--- src/rtl/rca_seq_adder.sv ---
// Wide adder that reuses one 4-bit ripple-carry adder, one slice per cycle, LSB first.
// Latency: out_valid rises SLICES edges after acceptance; in_ready is low from acceptance until the result is taken.
// Backpressure: DONE holds out_sum/out_cout stable until out_ready; nothing is queued meanwhile.
`timescale 1ns/1ps

module ripple_carry_adder (
   input  logic [3:0] a,
   input  logic [3:0] b,
   input  logic       cin,
   output logic [3:0] sum,
   output logic       cout
);
   logic [4:0] c;

   always_comb begin
      c   = '0;
      sum = '0;
      c[0] = cin;
      for (int i = 0; i < 4; i++) begin
         sum[i]   = a[i] ^ b[i] ^ c[i];
         c[i+1]   = (a[i] & b[i]) | (c[i] & (a[i] ^ b[i]));
      end
   end

   assign cout = c[4];
endmodule

module rca_seq_adder #(
   parameter int WIDTH = 16
) (
   input  logic             clk,
   input  logic             rst_n,
   input  logic             in_valid,
   output logic             in_ready,
   input  logic [WIDTH-1:0] in_a,
   input  logic [WIDTH-1:0] in_b,
   input  logic             in_cin,
   output logic             out_valid,
   input  logic             out_ready,
   output logic [WIDTH-1:0] out_sum,
   output logic             out_cout,
   output logic             busy
);
   localparam int SLICES = WIDTH / 4;
   localparam int IDXW   = (SLICES > 1) ? $clog2(SLICES) : 1;
   localparam logic [IDXW-1:0] LAST = IDXW'(SLICES - 1);

   typedef enum logic [1:0] {IDLE, RUN, DONE} state_t;

   state_t           state;
   logic [IDXW-1:0]  idx;
   logic             carry_reg;
   logic [WIDTH-1:0] a_reg;
   logic [WIDTH-1:0] b_reg;

   logic [3:0] slice_a;
   logic [3:0] slice_b;
   logic [3:0] slice_sum;
   logic       slice_cout;

   assign slice_a = a_reg[4*idx +: 4];
   assign slice_b = b_reg[4*idx +: 4];

   ripple_carry_adder u_rca (
      .a    (slice_a),
      .b    (slice_b),
      .cin  (carry_reg),
      .sum  (slice_sum),
      .cout (slice_cout)
   );

   // rst_n gates in_ready so no operand can be offered as accepted during reset.
   assign in_ready  = (state == IDLE) && rst_n;
   assign out_valid = (state == DONE);
   assign busy      = (state != IDLE);

   always_ff @(posedge clk) begin
      if (!rst_n) begin
         state     <= IDLE;
         idx       <= '0;
         carry_reg <= 1'b0;
         a_reg     <= '0;
         b_reg     <= '0;
         out_sum   <= '0;
         out_cout  <= 1'b0;
      end else begin
         case (state)
            IDLE: begin
               if (in_valid) begin
                  a_reg     <= in_a;
                  b_reg     <= in_b;
                  carry_reg <= in_cin;
                  out_sum   <= '0;
                  out_cout  <= 1'b0;
                  idx       <= '0;
                  state     <= RUN;
               end
            end
            RUN: begin
               out_sum[4*idx +: 4] <= slice_sum;
               carry_reg           <= slice_cout;
               if (idx == LAST) begin
                  out_cout <= slice_cout;
                  idx      <= '0;
                  state    <= DONE;
               end else begin
                  idx <= idx + 1'b1;
               end
            end
            DONE: begin
               if (out_ready) state <= IDLE;
            end
            default: state <= IDLE;
         endcase
      end
   end
endmodule

--- config.mk ---
export PLATFORM = sky130hd
export DESIGN_NAME = rca_seq_adder
export DESIGN_NICKNAME = d
export VERILOG_FILES = /design/src/rtl/rca_seq_adder.sv
export SDC_FILE = /design/constraint.sdc
export NUM_CORES = 1
export LEC_CHECK = 0
export BUFFER_PORTS_ARGS = -buffer_cell sky130_fd_sc_hd__buf_2
export CAP_MARGIN = 0
export CORE_AREA = 2 2 71 80
export CTS_CLUSTER_SIZE = 14
export DETAILED_ROUTE_END_ITERATION = 10
export DIE_AREA = 0 0 73 82
export PLACE_DENSITY = 0.84
export SLEW_MARGIN = 20
export SYNTH_ARGS = -nofsm -noshare
export SYNTH_HDL_FRONTEND = slang
export SYNTH_SLANG_ARGS = --single-unit
--- constraint.sdc ---
create_clock -name clk -period 2.8 [get_ports clk]
set_input_delay 0.84 -clock clk [delete_from_list [all_inputs] [get_ports clk]]
set_output_delay 0.84 -clock clk [all_outputs]
set_load 0.02 [all_outputs]
==> reports/results.ini, run 1 <==
[final_layout]
drive_gt1_share_pct = 24.7
fin_area_mm2 = 0.00281
fin_nets = 373
area_growth_syn_to_layout_pct = 17.3
antenna_cells = 0

[synth]
ys_warn_count = 0
synth_largest_area_cell = dfxtp_1
synthArstFlopShare_pct = 0
syn_avg_cell_area_um2 = 8.65
yosysUniqueCellTypes = 31
synth_edf_count = 0
synth.area.top_cells = dfxtp_1 45%, nand2_1 14%, a21oi_1 7.9%
syn_area_mm2 = 0.00239
ys_seq_area_share_pct = 45.1
synth_fp_nets = 323
synth_top_area_share_pct = 45.1
ys_top_cells_by_count = 87 x nand2_1, 54 x dfxtp_1, 38 x a21oi_1, 16 x o22ai_1, 13 x inv_1
yosysMostFrequentCell = nand2_1
ys.flop_type = dfxtp_1
ys_ff_latch = 54
syn_inst = 277

[timing]
max_slew_margin_pct = 30.9
min_period_ns = 2.68
slew_viol_final = 0
worst_pin_slew_ns = 1.04
setup_viol = 0
hold_violations = 0
setup_tns_ns = 0
finalClockSkew_ns = 0.0116
fmax_mhz = 373
fin_crit_sh_pct = 95.7
setup_ws_ns = 0.122

[route]
drt_first_iter_violations = 128
wl_met3_um = 198
ant_nets = 0
wirelength_um = 5000
routed.top_layer = met4
vias = 2023
wire_per_inst_um = 12.9
viasPerCell = 5.21
drc_errors = 0
dr.pass1.iters = 4
wl_met1_um = 2290
wl_met2_um = 2430

[worst_setup_path]
rr_worst_depth = 11
cp_cell_sequence = mux4_2 -> inv_1 -> fa_1 -> inv_1 -> fa_1 -> inv_1 -> fa_1 -> inv_1 -> fa_1 -> nand2_1 -> o22ai_1
reg2reg_from = idx[0]
rrSetupSlack_ns = 0.12
crit_start = idx[0]
cp-end-kind = flop
r2r-end = out_sum[11]
critPathMaxFanout = 5
critPathRequiredTime_ns = 3.04
critPathSlowestCell = mux4_2
crit_path_start_kind = flop
slowest_delay_ns = 0.50
worst-setup-path-type = flop to flop
cp.arrival_ns = 2.92

[global_routing]
grt_pass1_vias = 1872
grt_max_degree = 39
grt_pass1_wl_um = 8540
gr-usage-all-layers_pct = 18.3
antenna_found_initial = 0
overflow = 0

[floorplan]
io_pins = 57
die_h_um = 82
start_util_pct = 45.9
fp.dieW_um = 73
core_area_mm2 = 0.00522
rows = 28
dieArea_mm2 = 0.00599

[clock_network]
clockBufferDepth = 2
cts_tree = built
clk_pin_slew_ns = 0.10
cts-root-buf = clkbuf_8
worstSkewPairLatency_ns = 0.32
cts_buffers = 5
cts_hold_buf = 0
h-tree-depth = 2
post-cts-setup-buffers = 0
postCtsResizedCells = 0
clkSinkCount = 54

[worst_hold_path]
min_path_type = flop to flop
min_from = a_reg[2]
holdPathEnd = a_reg[2]
hold_depth = 2

[power_and_ir_drop]
ir_drop_uv = 301
leakagePower_uw = 0.00118
p_per_area_mw_per_mm2 = 557

[placed_design]
globalplace.congestion = 0.814
dp_hpwl_um = 3540
dpl_cell_area_mm2 = 0.00269
dp_slack_ns = 0.0760
port_buffers = 56

[job]
cap_violations = 0

[status]
status = complete, no violations

## cells by family (layout without fill, tap and decap cells)
logic type                 after synthesis  in the layout  synth area share [%]
buffers and inverters                   32             83                  6.53
AOI/OAI and AO/OA                       61             61                  14.2
and+or+nand+nor                        113            113                  20.7
adders and majority gates                9              9                  5.96
muxes                                    8              8                  7.52
DFF                                     54             54                  45.1
## routing by layer
metal  GRT usage (%)  up-vias
li1                -     1033
met1            23.5      932
met2            30.5       50
met3            4.17        8
met4            5.93        0
met5               0        -
## layout make-up
cell class / count / area (um2)
Sequential cell: 54 / 1080
Clock buffer: 5 / 68.8
Fill cell: 481 / 2410
Clock inverter: 3 / 43.8
Tap cell: 60 / 75.1
Timing Repair Buffer: 62 / 325
Multi-Input combinational cell: 191 / 1160
Inverter: 13 / 48.8
## critical path: cells and delay by family, from the launching register on
kind                     cells  cell delay (ns)
adder cells (fa/ha/maj)      4             1.16
multiplexers                 1             0.50
flip-flops                   1             0.40
buffers and inverters        4             0.29
AO/OA/AOI/OAI                1             0.15
AND/OR/NAND/NOR              1             0.10
## power by group
group	internal [uW]	total [uW]	leakage, uW	switching [uW]
sequential	802	828	0.000442	25.6
combinational	90.2	210	0.000680	119
clock	268	527	0.0000585	259
## metrics by stage
| stage | utilization, % | hold WS [ns] | total power, uW | std cells |
|---|---|---|---|---|
| 3_5_place_dp | 51.6 | 0.448 | 1050 | 380 |
| 3_3_place_gp | 51.6 | 0.439 | 1050 | 380 |
| 6_report | 53.8 | 0.458 | 1560 | 388 |
| 4_1_cts | 53.8 | 0.461 | 1570 | 388 |
| 2_1_floorplan | - | 0.433 | 993 | 277 |
| 5_1_grt | 53.8 | 0.476 | 1630 | 388 |
## cells in the final DEF (no fill, tap or decap), drive strengths merged, types with 2 or more instances in the layout
| cell | n |
|---|---|
| a21oi | 38 |
| a22oi | 2 |
| buf | 62 |
| clkbuf | 5 |
| dfxtp | 54 |
| fa | 4 |
| ha | 5 |
| inv | 14 |
| mux4 | 8 |
| nand2 | 87 |
| nand2b | 3 |
| nand4 | 2 |
| nor2 | 6 |
| nor2b | 4 |
| nor3b | 3 |
| o21ai | 2 |
| o22ai | 16 |
## worst max-delay path by stage
stage                   to  slack [ns]  depth (start not counted)
5_1_grt        out_sum[15]  -0.0000002                         11
3_5_place_dp     carry_reg        0.08                         10
3_3_place_gp   out_sum[11]        0.14                         11
4_1_cts        out_sum[11]        0.02                         11
6_report       out_sum[11]        0.12                         11
2_1_floorplan  out_sum[15]        0.09                         12
No activity file was read; power rests on OpenSTA's default activity.
==> run 2, diff against run 1 <==
- CORE_AREA: 2 2 71 80 -> 2 2 69 78
- DIE_AREA: 0 0 73 82 -> 0 0 71 80
- PLACE_DENSITY: 0.84 -> 0.85
- clock period: 2.8 -> 3.1 ns (I/O delays scaled with it)
==> reports/results.ini, run 2 (synthesis results as in run 1) <==
[clock_network]
cts_tree = built
cts_hold_buf = 0
h-tree-depth = 2
clkSinkCount = 54
clk_pin_slew_ns = 0.09
postCtsResizedCells = 0
clockBufferDepth = 2
worstSkewPairLatency_ns = 0.31
cts-root-buf = clkbuf_8
post-cts-setup-buffers = 0
cts_buffers = 5

[timing]
hold_violations = 0
worst_pin_slew_ns = 0.962
fin_crit_sh_pct = 88.8
max_slew_margin_pct = 35.8
finalClockSkew_ns = 0.00449
setup_ws_ns = 0.349
setup_viol = 0
fmax_mhz = 363
min_period_ns = 2.75
rsz0062_at_grt = no
setup_tns_ns = 0
hold_slack_ns = 0.458
slew_viol_final = 0

[route]
wire_per_inst_um = 13.3
dr.pass1.iters = 4
drt_first_iter_violations = 143
wirelength_um = 5110
drc_errors = 0
vias = 2033
viasPerCell = 5.28
ant_nets = 0

[power_and_ir_drop]
p_clk_share_pct = 28.9
p_per_area_mw_per_mm2 = 476
switching_share_pct = 26.8
switchingPower_uw = 354
ir_drop_uv = 292
p_comb_share_pct = 14.5
p_total_uw = 1320
p_int_uw = 966
seqPwrFrac_pct = 56.6
leakagePower_uw = 0.00116

[floorplan]
dieArea_mm2 = 0.00568
start_util_pct = 48.9
rows = 27
io_pins = 57
fp.dieW_um = 71
die_h_um = 80
core_area_mm2 = 0.00490

[worst_setup_path]
worst-setup-path-type = flop to flop
critPathRequiredTime_ns = 3.34
crit_path_start_kind = flop
critPathMaxFanout = 15
cp.arrival_ns = 2.99
cp-end-kind = flop

[final_layout]
utilization_pct = 56.6
fin_nets = 372
multi_input_area_mm2 = 0.00116
fillers = 419
ff_latch_area_mm2 = 0.00108
area_growth_syn_to_layout_pct = 15.7
final_cell_mix = 87 x nand2_1, 56 x buf_2, 54 x dfxtp_1
antenna_cells = 0
mostFrequentLayoutCell = nand2_1
drive_gt1_share_pct = 23.9

[placed_design]
globalplace.congestion = 0.854
dp_hpwl_um = 3720
dp_slack_ns = 0.373
port_buffers = 56

[global_routing]
antenna_found_initial = 0
grt_pass1_wl_um = 8710
overflow = 0
grt_max_degree = 39
grt_pass1_vias = 1932
gr-usage-all-layers_pct = 19.3

[worst_hold_path]
min_path_type = flop to flop

[job]
cap_violations = 0

[status]
status = complete, no violations

-- run 2: metrics by stage --
| step | instances | cell area, um2 |
|---|---|---|
| CTS | 385 | 2770 |
| global route | 385 | 2770 |
| finish | 385 | 2770 |
| detailed placement | 377 | 2680 |
| floorplan | 277 | 2390 |
| global placement | 377 | 2680 |
-- run 2: routing by layer --
metal / vias to the layer above / global-route usage [%] / part of all wire [%]
li1: 1030 / - / -
met1: 940 / 22.7 / 42
met2: 59 / 33.6 / 51
met3: 4 / 5.18 / 6.1
met4: 0 / 6.79 / 0.78
met5: - / 0 / 0
-- run 2: area by class of cell --
type	count	share of cell area (%)
Multi-Input combinational cell	191	42.0
Sequential cell	54	39.0
Timing Repair Buffer	61	11.5
Clock buffer	6	2.62
Tap cell	58	2.62
Inverter	13	1.76
Clock inverter	2	0.497
-- run 2: path summary, 6_finish.rpt --
check / start / endpoint / slack (ns) / cells after the start
worst min register to register: a_reg[6] / a_reg[6] / 0.46 / 2
worst max-delay path: idx[0] / out_sum[11] / 0.35 / 9
worst min-delay path: a_reg[6] / a_reg[6] / 0.46 / 2
worst max register to register: idx[0] / out_sum[11] / 0.35 / 9
-- run 2: power by group through the flow --
stage	Combinational, uW	Sequential (uW)	Clock, uW
floorplan	140	756	0
global placement	187	761	0
detailed placement	191	763	0
CTS	191	747	389
global route	215	752	418
finish	191	747	382
-- run 2: worst max-delay path: stages (launching register included) --
cell and delay, ns:
dfxtp_1 0.40, buf_4 0.26, mux4_2 0.54, fa_1 0.42, inv_1 0.08, fa_1 0.18
inv_1 0.05, fa_1 0.48, nand2_1 0.10, o22ai_1 0.16
